**src/rtl/ram_port_arbiter.sv**
```systemverilog
// Four-requester round-robin arbiter driving one port of a synchronous RAM.
// Optional grant hold via `ARB_LOCK_EN`; reads return two cycles after grant.
module ram_port_arbiter #(
    parameter int AW = 6,
    parameter int DW = 8
) (
    input  logic            clock,
    input  logic            reset_n,
    input  logic [3:0]      req,
    input  logic [3:0]      we,
    input  logic [4*AW-1:0] addr,
    input  logic [4*DW-1:0] wdata,
    input  logic [3:0]      lock,
    output logic [3:0]      gnt,
    output logic            rvalid,
    output logic [1:0]      rid,
    output logic [DW-1:0]   rdata,
    output logic [AW-1:0]   ram_addr,
    output logic [DW-1:0]   ram_data,
    output logic            ram_we,
    input  logic [DW-1:0]   ram_q
);

    typedef enum logic [1:0] {
        IDLE   = 2'd0,
`ifdef ARB_LOCK_EN
        GRANT  = 2'd1,
        LOCKED = 2'd2
`else
        GRANT  = 2'd1
`endif
    } state_t;

    state_t          state_q, state_d;
    logic [1:0]      ptr_q, ptr_d;
    logic [1:0]      win;
    logic [1:0]      idx;
    logic            hit;
    logic [AW-1:0]   ram_addr_q;
    logic [DW-1:0]   ram_data_q;
    logic            ram_we_q;
    logic            s1_v_q, s2_v_q;
    logic [1:0]      s1_id_q, s2_id_q;
`ifdef ARB_LOCK_EN
    logic [1:0]      own_q;
`else
    logic            unused_cfg;
    assign unused_cfg = ^{lock, state_q};
`endif

    always_comb begin
        hit = 1'b0;
        win = ptr_q;
        idx = ptr_q;
        for (int k = 0; k < 4; k++) begin
            idx = ptr_q + 2'(k);
            if (!hit && req[idx]) begin
                hit = 1'b1;
                win = idx;
            end
        end
`ifdef ARB_LOCK_EN
        // Holder keeps the port while it both requests and locks.
        if (state_q == LOCKED && req[own_q] && lock[own_q]) begin
            hit = 1'b1;
            win = own_q;
        end
        state_d = hit ? (lock[win] ? LOCKED : GRANT) : IDLE;
`else
        state_d = hit ? GRANT : IDLE;
`endif
        ptr_d = hit ? win + 2'd1 : ptr_q;
        gnt   = (hit && reset_n) ? (4'b0001 << win) : 4'b0000;
    end

    always_ff @(posedge clock or negedge reset_n) begin
        if (!reset_n) begin
            state_q    <= IDLE;
            ptr_q      <= 2'd0;
            ram_addr_q <= '0;
            ram_data_q <= '0;
            ram_we_q   <= 1'b0;
            s1_v_q     <= 1'b0;
            s1_id_q    <= 2'd0;
            s2_v_q     <= 1'b0;
            s2_id_q    <= 2'd0;
`ifdef ARB_LOCK_EN
            own_q      <= 2'd0;
`endif
        end else begin
            state_q  <= state_d;
            ptr_q    <= ptr_d;
            ram_we_q <= hit & we[win];
            s1_v_q   <= hit & ~we[win];
            s1_id_q  <= win;
            s2_v_q   <= s1_v_q;
            s2_id_q  <= s1_id_q;
            if (hit) begin
                ram_addr_q <= addr[win*AW +: AW];
                ram_data_q <= wdata[win*DW +: DW];
            end
`ifdef ARB_LOCK_EN
            if (hit) begin
                own_q <= win;
            end
`endif
        end
    end

    assign ram_addr = ram_addr_q;
    assign ram_data = ram_data_q;
    assign ram_we   = ram_we_q;
    assign rvalid   = s2_v_q;
    assign rid      = s2_id_q;
    assign rdata    = ram_q;

endmodule
```
**config.mk**
```make
export PLATFORM = sky130hd
export DESIGN_NAME = ram_port_arbiter
export DESIGN_NICKNAME = d
export VERILOG_FILES = /design/src/rtl/ram_port_arbiter.sv
export SDC_FILE = /design/constraint.sdc
export NUM_CORES = 1
export LEC_CHECK = 0
export BUFFER_PORTS_ARGS = -buffer_cell sky130_fd_sc_hd__buf_2
export CAP_MARGIN = 20
export CORE_MARGIN = 4
export CORE_UTILIZATION = 40
export DETAILED_ROUTE_END_ITERATION = 16
export PLACE_DENSITY_LB_ADDON = 0.15
export SYNTH_ARGS = -nofsm -noshare
export SYNTH_HDL_FRONTEND = slang
export SYNTH_SLANG_ARGS = --single-unit
```
**constraint.sdc**
```tcl
create_clock -name clock -period 4.7 [get_ports clock]
set_input_delay 0.94 -clock clock [delete_from_list [all_inputs] [get_ports clock]]
set_output_delay 0.94 -clock clock [all_outputs]
set_load 0.01 [all_outputs]
```
==> summary.txt, run 1 <==
Synth
  • Synthesis warning total: 0
  • Synth async-reset ratio: 100%
  • Syn Inst Count: 153
  • Synth Cell Area: 1560 µm²
  • Post-synth EDFFs: 0
  • Top FF cell, synth: dfrtp_1
  • Seq/Total Area, Yosys: 36.9%
  • Seq cells post-synth: 23
  • Synth area leaders: dfrtp_1 37%, mux2i_1 10%, a221oi_1 6.7%
  • Synth top area share: 36.9%
  • Post-Syn Nets: 235
  • Netlist cell types: 35
  • Synth area leader: dfrtp_1
  • Mapped Avg Cell Area: 10.2 µm²

Detailed routing
  • Routed wl met2: 2.11 mm
  • DR DRC count: 0
  • Vias: 1443
  • Via-to-Cell Ratio: 5.27
  • Max layer used: met4
  • DRT Wirelength: 4.14 mm
  • Met1 WL: 1.69 mm
  • Met3 wire length: 327 µm
  • DR iter-0 viols: 58
  • Drt pass-1 iters: 4
  • Routed WL per cell: 15.1 µm
  • Post-route antenna net violation count: 0

CTS
  • Worst skew pair latency: 0.26 ns
  • H-tree levels: 1
  • Reg clk slew, reported paths: 0.09 ns
  • Post-CTS sizing: 0
  • CTS Root Cell: clkbuf_8
  • Clock buffer depth: 2
  • Clock sinks: 23
  • Hold-fix buffers, CTS: 0
  • Post-CTS Setup Inserts: 0
  • CTS buffer count: 3
  • TritonCTS clock tree: done

Setup path
  • Endpoint type of the worst setup path: primary output
  • Arr. time, crit path: 2.81 ns
  • Crit Reg-Reg Startpoint: ptr_q[1]
  • R2r worst-path depth: 5
  • Worst path required time: 3.76 ns
  • Crit Path Max Fanout: 33
  • Reg-to-reg endpoint: ram_data[1]
  • Worst R2R Setup Slack: 2.48 ns
  • Crit Path Category: in -> out
  • CP startpoint kind: input pin

Floorplan
  • Std cell rows: 22
  • Die Area: 4970 µm²
  • Die width: 70.5 µm
  • Boundary pin count: 108
  • Core area: 3720 µm²
  • Starting Density: 42.0%
  • Die height: 70.5 µm

Placed design
  • Dpl cell area: 1920 µm²
  • Placed cells: 270
  • PortBufs: 87
  • Hpwl dp: 3.04 mm
  • Pre-CTS setup slack: 0.949 ns
  • Placer Congestion: 0.790

Power
  • Clock network power share: 12.1%
  • Pwr dens: 518 nW/µm²
  • Peak VDD IR: 0.224 mV
  • Total power: 1.02 mW
  • Reg power frac: 34.1%
  • Sw Share: 41.9%
  • Leak Pwr: 0.987 nW
  • Combinational power share: 53.8%
  • P_sw: 426 µW
  • Total internal power: 591 µW

Timing
  • RSZ-0062 raised after global routing: false
  • Setup violations, final: 0
  • Setup slack after layout: 0.951 ns
  • Final setup TNS: 0 ns
  • Period utilization: 79.8%
  • Max-slew violations: 0
  • Final Hold Slack: 0.355 ns
  • Fin crit period: 3.75 ns
  • Slew HR: 45.0%
  • Skew final: 0.00620 ns
  • Final hold vios: 0
  • Fmax: 267 MHz
  • Worst Tran Pin Value: 0.825 ns

Layout
  • Syn-to-layout area delta: 25.6%
  • ANT cells: 0
  • Layout Cells excl Fill: 274
  • Core Util, Final: 52.8%
  • Layout cells sized above 1: 45.1%
  • Total Nets Final: 309
  • Finished Cell Area: 1960 µm²

Global route
  • Largest net degree at the start of global routing: 34
  • Vias in the first global route: 1462
  • Congestion Overflow GR: 0
  • GRT Util Overall: 17.0%
  • First-pass GRT wire length: 6.90 mm
  • Initial antenna violation count: 0

Hold path
  • Hold Path Sink: rid[1]
  • Min-delay worst type: reg -> reg
  • Hold Crit Depth: 0
  • Hold path start: s1_id_q[1]

Job
  • Max cap viols: 0

Run status
  • Run status: finished, final reports clean
[per-layer routing]
metal  GRT usage, %  vias to the layer above
li1               -                      704
met1           20.1                      678
met2           31.1                       57
met3           4.75                        4
met4           2.34                        0
met5              0                        -
[area by class of cell]
cell class	count	area, µm²
Multi-Input combinational cell	110	832
Clock buffer	3	41.3
Tap cell	48	60.1
Fill cell	373	1750
Sequential cell	23	576
Inverter	2	12.5
Clock inverter	1	5.00
Timing Repair Buffer	87	435
[placed cells by master (no fill, tap or decap), drive strengths merged, types with 2 or more instances in the layout]
master,synthesis,final
ha,4,4
clkbuf,4,3
mux2,2,2
nor2b,3,3
nor2,19,19
and2,15,15
and3,5,5
dfrtp,23,23
nand2,5,5
a211oi,14,14
mux2i,16,16
buf,14,87
a221oi,14,14
clkinv,1,2
[power by group through the flow]
stage | clock network (mW) | logic [mW] | registers, mW
final | 0.123 | 0.547 | 0.347
after floorplan | 0 | 0.380 | 0.386
after global routing | 0.136 | 0.601 | 0.363
after global placement | 0 | 0.547 | 0.350
after detailed placement | 0 | 0.557 | 0.351
after CTS | 0.128 | 0.555 | 0.348
[synth_stat cells (all sizes together) (2+ instances only)]
cell    instances
dfrtp          23
nor2           19
mux2i          16
and2           15
a211oi         14
a221oi         14
buf            14
and3            5
nand2           5
clkbuf          4
ha              4
nor2b           3
mux2            2
[how the worst max path moves through the flow]
stage	startpoint	endpoint	slack [ns]	depth (start not counted)
floorplan	req[0]	gnt[0]	1.68	7
global placement	req[0]	gnt[2]	0.97	8
global route	req[0]	gnt[0]	0.78	8
finish	req[0]	gnt[2]	0.95	8
detailed placement	req[0]	gnt[2]	0.95	8
CTS	req[0]	gnt[2]	0.94	8
[critical path: stages]
cell and delay [ns]:
buf_2 0.12, nor2_2 0.16, a211o_1 0.42, and3_4 0.30, clkinv_4 0.27, ha_1 0.30, and3_1 0.15, buf_2 0.13
[cells by family after synthesis]
| group | synth area share, % |
|---|---|
| muxes | 11.7 |
| buffers and inverters | 9.86 |
| and+or+nand+nor | 17.5 |
| AOI/OAI and AO/OA | 20.9 |
| DFF | 36.9 |
| adders and majority gates | 3.21 |
[flip-flops by register name, summed over array words and instances (netlist names)]
signal    flops
ram_data      8
s1_v_q        1
ptr_q         2
s1_id_q       2
ram_we        1
rvalid        1
rid           2
ram_addr      6
(Power assumes the default switching activity.)
==> inputs of run 2 (changes only) <==
--- a/config.mk
+++ b/config.mk
@@ -8,7 +8,7 @@
 export BUFFER_PORTS_ARGS = -buffer_cell sky130_fd_sc_hd__buf_2
 export CAP_MARGIN = 20
 export CORE_MARGIN = 4
-export CORE_UTILIZATION = 40
+export CORE_UTILIZATION = 37
 export DETAILED_ROUTE_END_ITERATION = 16
 export PLACE_DENSITY_LB_ADDON = 0.15
 export SYNTH_ARGS = -nofsm -noshare
==> constraint.sdc (replaced) <==
create_clock -name clock -period 3.2 [get_ports clock]
set_input_delay 0.64 -clock clock [delete_from_list [all_inputs] [get_ports clock]]
set_output_delay 0.64 -clock clock [all_outputs]
set_load 0.01 [all_outputs]
==> run 2 against run 1 <==
Compared with the run above: first-iteration DRC count grew 1.7%; sequential share of layout area down 0.59 points; total power grew 47%; design area is 2.0% higher; highest routed layer unchanged.
==> summary.txt, run 2 (synthesis gave the netlist of run 1 again) <==
Power
  • Clock network power share: 11.6%
  • Peak VDD IR: 0.336 mV
  • Total internal power: 883 µW
  • Reg power frac: 33.9%
  • Pwr dens: 749 nW/µm²
  • Combinational power share: 54.4%
  • P_sw: 616 µW
  • Leak Pwr: 1.01 nW
  • Sw Share: 41.1%

Hold path
  • Hold path start: s1_v_q
  • Hold Crit Depth: 0
  • Hold Path Sink: rvalid
  • Min-delay worst type: reg -> reg

Global route
  • GRT Util Overall: 15.1%
  • Congestion Overflow GR: 0
  • Initial antenna violation count: 0
  • First-pass GRT wire length: 6.38 mm
  • Largest net degree at the start of global routing: 32
  • Vias in the first global route: 1370

Layout
  • Layout cells sized above 1: 46.3%
  • Commonest cells after routing, fill and taps aside: 87 x buf_2, 23 x dfrtp_1, 18 x nor2_1
  • Max reg flops: 8
  • Commonest non-fill, non-tap cell in the layout: buf_2
  • Total Nets Final: 314
  • ANT cells: 0
  • Syn-to-layout area delta: 28.2%
  • Layout fillers: 409

Floorplan
  • Die Area: 5320 µm²
  • Boundary pin count: 108
  • Die height: 73.0 µm
  • Die width: 73.0 µm
  • Core area: 4030 µm²
  • Starting Density: 38.8%
  • Std cell rows: 23

CTS
  • Post-CTS Setup Inserts: 0
  • Hold-fix buffers, CTS: 0
  • Worst skew pair latency: 0.25 ns
  • Reg clk slew, reported paths: 0.08 ns
  • Post-CTS sizing: 0
  • H-tree levels: 1
  • CTS buffer count: 3
  • Clock sinks: 23
  • Clock buffer depth: 2
  • TritonCTS clock tree: done
  • CTS Root Cell: clkbuf_8

Timing
  • Worst Tran Pin Value: 0.784 ns
  • Slew HR: 47.7%
  • Max-slew violations: 0
  • Fmax: 365 MHz
  • Fin crit period: 2.74 ns
  • Period utilization: 85.6%
  • Setup violations, final: 0
  • Setup slack after layout: 0.460 ns
  • Final hold vios: 0
  • Skew final: 0.000859 ns
  • RSZ-0062 raised after global routing: false
  • Final setup TNS: 0 ns

Detailed routing
  • DR iter-0 viols: 59
  • Drt pass-1 iters: 4
  • DR DRC count: 0
  • Vias: 1424
  • Routed WL per cell: 14.8 µm
  • Post-route antenna net violation count: 0
  • Via-to-Cell Ratio: 5.07
  • DRT Wirelength: 4.16 mm

Placed design
  • Hpwl dp: 3.13 mm
  • Pre-CTS setup slack: 0.441 ns
  • Placer Congestion: 0.824
  • PortBufs: 87

Job
  • Max cap viols: 0

Setup path
  • Worst path required time: 2.56 ns
  • Endpoint type of the worst setup path: primary output
  • Crit Path Category: in -> out
  • CP startpoint kind: input pin
  • Crit Reg-Reg Startpoint: ptr_q[0]
  • Crit Path Max Fanout: 7
  • R2r worst-path depth: 7
  • Worst R2R Setup Slack: 1.15 ns
  • Arr. time, crit path: 2.10 ns
  • Reg-to-reg endpoint: s1_v_q

Run status
  • Run status: finished, final reports clean
## run 2: cell count changes in the layout (fill, tap and decap cells not counted), sizes merged
| cell | change |
|---|---|
| buf | +5 |
## run 2: area by class of cell
class | count | area, µm² | area share, %
timing repair buffer | 92 | 473 | 23.6
multi-input combinational | 110 | 832 | 41.6
sequential | 23 | 576 | 28.7
tap | 50 | 62.6 | 3.13
clock buffer | 3 | 41.3 | 2.06
inverter | 2 | 12.5 | 0.625
clock inverter | 1 | 5.00 | 0.250
## run 2: worst max-delay path: stages
cell and delay (ns):
buf_2 0.15, nor2_1 0.06, a22o_1 0.24, o32ai_2 0.38
inv_1 0.14, ha_1 0.20, and3_1 0.16, buf_2 0.13
## run 2: through the flow
stage | cell area [µm²] | power [mW] | hold WS [ns] | util [%] | cells
global placement | 1960 | 1.34 | 0.332 | 48.5 | 277
floorplan | 1560 | 1.13 | 0.331 | - | 153
detailed placement | 1960 | 1.35 | 0.337 | 48.5 | 277
CTS | 2000 | 1.53 | 0.356 | 49.7 | 281
finish | 2000 | 1.50 | 0.354 | 49.7 | 281
global route | 2000 | 1.63 | 0.364 | 49.7 | 281
## run 2: layer usage
metal | up-vias | global-route usage [%] | part of all wire [%]
met5 | - | 0 | 0
met4 | 0 | 2.46 | 0.46
met3 | 2 | 4.82 | 10
met2 | 60 | 24.6 | 46
met1 | 647 | 20.0 | 44
li1 | 715 | - | -
## run 2: worst max path at each step
stage,startpoint,end,slack [ns],depth (start not counted)
after global placement,req[1],gnt[3],0.45,8
after CTS,req[1],gnt[2],0.44,8
after floorplan,req[0],gnt[0],0.78,7
final,req[1],gnt[2],0.46,8
after detailed placement,req[1],gnt[2],0.44,8
after global routing,ptr_q[1],gnt[3],0.30,7
## run 2: power groups by stage
stage / clock (mW) / combinational (mW) / sequential [mW]
after CTS: 0.183 / 0.836 / 0.508
after floorplan: 0 / 0.558 / 0.568
after global routing: 0.196 / 0.906 / 0.524
after detailed placement: 0 / 0.833 / 0.514
after global placement: 0 / 0.828 / 0.513
final: 0.175 / 0.816 / 0.509
==> inputs of run 3 (changes only) <==
--- a/config.mk
+++ b/config.mk
@@ -5,12 +5,13 @@
 export SDC_FILE = /design/constraint.sdc
 export NUM_CORES = 1
 export LEC_CHECK = 0
+export ABC_AREA = 0
 export BUFFER_PORTS_ARGS = -buffer_cell sky130_fd_sc_hd__buf_2
 export CAP_MARGIN = 20
 export CORE_MARGIN = 4
 export CORE_UTILIZATION = 37
 export DETAILED_ROUTE_END_ITERATION = 16
-export PLACE_DENSITY_LB_ADDON = 0.15
+export PLACE_DENSITY = 0.76
 export SYNTH_ARGS = -nofsm -noshare
 export SYNTH_HDL_FRONTEND = slang
 export SYNTH_SLANG_ARGS = --single-unit
==> run 3 against run 2 <==
Compared with the run above: register-to-register slack improved by 0.03 ns; utilization fell by 0.22 points; via count increased by 2.3%; design area fell by 0.44%; first-iteration DRC count fell by 24%; hold slack got worse by 0.00085 ns.
==> summary.txt, run 3 (synthesis gave the netlist of run 1 again) <==
Floorplan
  • Boundary pin count: 108
  • Die height: 73.0 µm
  • Die width: 73.0 µm
  • Core area: 4030 µm²
  • Starting Density: 38.8%
  • Die Area: 5320 µm²
  • Std cell rows: 23

Layout
  • Layout cells sized above 1: 45.7%
  • Layout fillers: 392
  • Commonest cells after routing, fill and taps aside: 87 x buf_2, 23 x dfrtp_1, 18 x nor2_1
  • Syn-to-layout area delta: 27.6%
  • Max reg flops: 8
  • Layout Cells excl Fill: 280
  • ANT cells: 0
  • Total Nets Final: 313
  • Finished Cell Area: 1990 µm²
  • Commonest non-fill, non-tap cell in the layout: buf_2

CTS
  • TritonCTS clock tree: done
  • Hold-fix buffers, CTS: 0
  • Post-CTS Setup Inserts: 0
  • CTS Root Cell: clkbuf_8
  • Reg clk slew, reported paths: 0.08 ns
  • CTS buffer count: 3
  • Clock buffer depth: 2
  • Clock sinks: 23
  • H-tree levels: 1
  • Post-CTS sizing: 0
  • Worst skew pair latency: 0.26 ns

Setup path
  • Critical Path Stages: 8
  • Reg-to-reg endpoint: ram_addr[5]
  • R2r worst-path depth: 7
  • Crit-path most repeated cell: buf_2
  • Worst path slowest cell: o32ai_2
  • Endpoint type of the worst setup path: primary output
  • Arr. time, crit path: 2.09 ns
  • Crit Path Max Fanout: 7
  • CP startpoint kind: input pin
  • Crit path max-delay family: compound AO/OA/AOI/OAI gates
  • CP Buf/Inv Count: 3
  • CP max stage delay: 0.36 ns
  • Worst R2R Setup Slack: 1.18 ns
  • Crit Path Category: in -> out
  • Worst path required time: 2.56 ns
  • Crit Reg-Reg Startpoint: ptr_q[0]
  • Crit-path cells: buf_2 > nor2_1 > a22o_1 > o32ai_2 > inv_1 > ha_1 > and3_1 > buf_2

Placed design
  • Placed cells: 276
  • Pre-CTS setup slack: 0.453 ns
  • PortBufs: 87
  • Dpl cell area: 1950 µm²
  • Hpwl dp: 3.12 mm
  • Placer Congestion: 0.790

Timing
  • Fmax: 367 MHz
  • RSZ-0062 raised after global routing: false
  • Final hold vios: 0
  • Setup slack after layout: 0.475 ns
  • Fin crit period: 2.73 ns
  • Period utilization: 85.2%
  • Setup violations, final: 0
  • Final setup TNS: 0 ns
  • Slew HR: 44.5%
  • Worst Tran Pin Value: 0.833 ns
  • Skew final: 0.00211 ns
  • Max-slew violations: 0

Detailed routing
  • Routed WL per cell: 14.5 µm
  • Post-route antenna net violation count: 0
  • DRT Wirelength: 4.06 mm
  • Drt pass-1 iters: 4
  • Vias: 1457
  • DR iter-0 viols: 45
  • DR DRC count: 0
  • Via-to-Cell Ratio: 5.20

Global route
  • Initial antenna violation count: 0
  • First-pass GRT wire length: 6.71 mm
  • Largest net degree at the start of global routing: 28
  • Congestion Overflow GR: 0
  • GRT Util Overall: 15.7%
  • Vias in the first global route: 1484

Power
  • Peak VDD IR: 0.346 mV
  • Leak Pwr: 1.00 nW
  • Total power: 1.50 mW
  • Pwr dens: 753 nW/µm²

Run status
  • Run status: finished, final reports clean

Hold path
  • Min-delay worst type: reg -> reg
  • Hold path start: s1_id_q[0]
  • Hold Crit Depth: 0
  • Hold Path Sink: rid[0]

Job
  • Max cap viols: 0
-- run 3: metal layers --
| metal | GRT usage [%] | vias up | part of all wire, % |
|---|---|---|---|
| li1 | - | 711 | - |
| met1 | 20.7 | 686 | 43 |
| met2 | 27.3 | 58 | 48 |
| met3 | 3.03 | 2 | 8.4 |
| met4 | 2.46 | 0 | 0.15 |
| met5 | 0 | - | 0 |
-- run 3: layout make-up --
class	instances	area [µm²]	area share, %
repair buffers	91	465	23.4
multi-input cells	110	832	41.7
well taps	50	62.6	3.14
flip-flops and latches	23	576	28.9
clock buffers	4	45.0	2.26
inverters	2	12.5	0.628
-- run 3: worst max path at each step --
stage,from,endpoint
floorplan,req[0],gnt[0]
global placement,req[1],gnt[3]
detailed placement,req[1],gnt[3]
CTS,req[1],gnt[3]
global route,req[1],gnt[3]
finish,req[1],gnt[2]
-- run 3: through the flow --
stage	utilization, %	hold slack [ns]
2_1_floorplan	-	0.331
3_3_place_gp	48.4	0.332
3_5_place_dp	48.4	0.336
4_1_cts	49.5	0.355
5_1_grt	49.5	0.357
6_report	49.5	0.353
-- run 3: report_power, final --
group	internal, mW	switching (mW)	leakage, nW
logic	0.361	0.451	0.715
registers	0.435	0.0792	0.264
clock network	0.0886	0.0872	0.0228
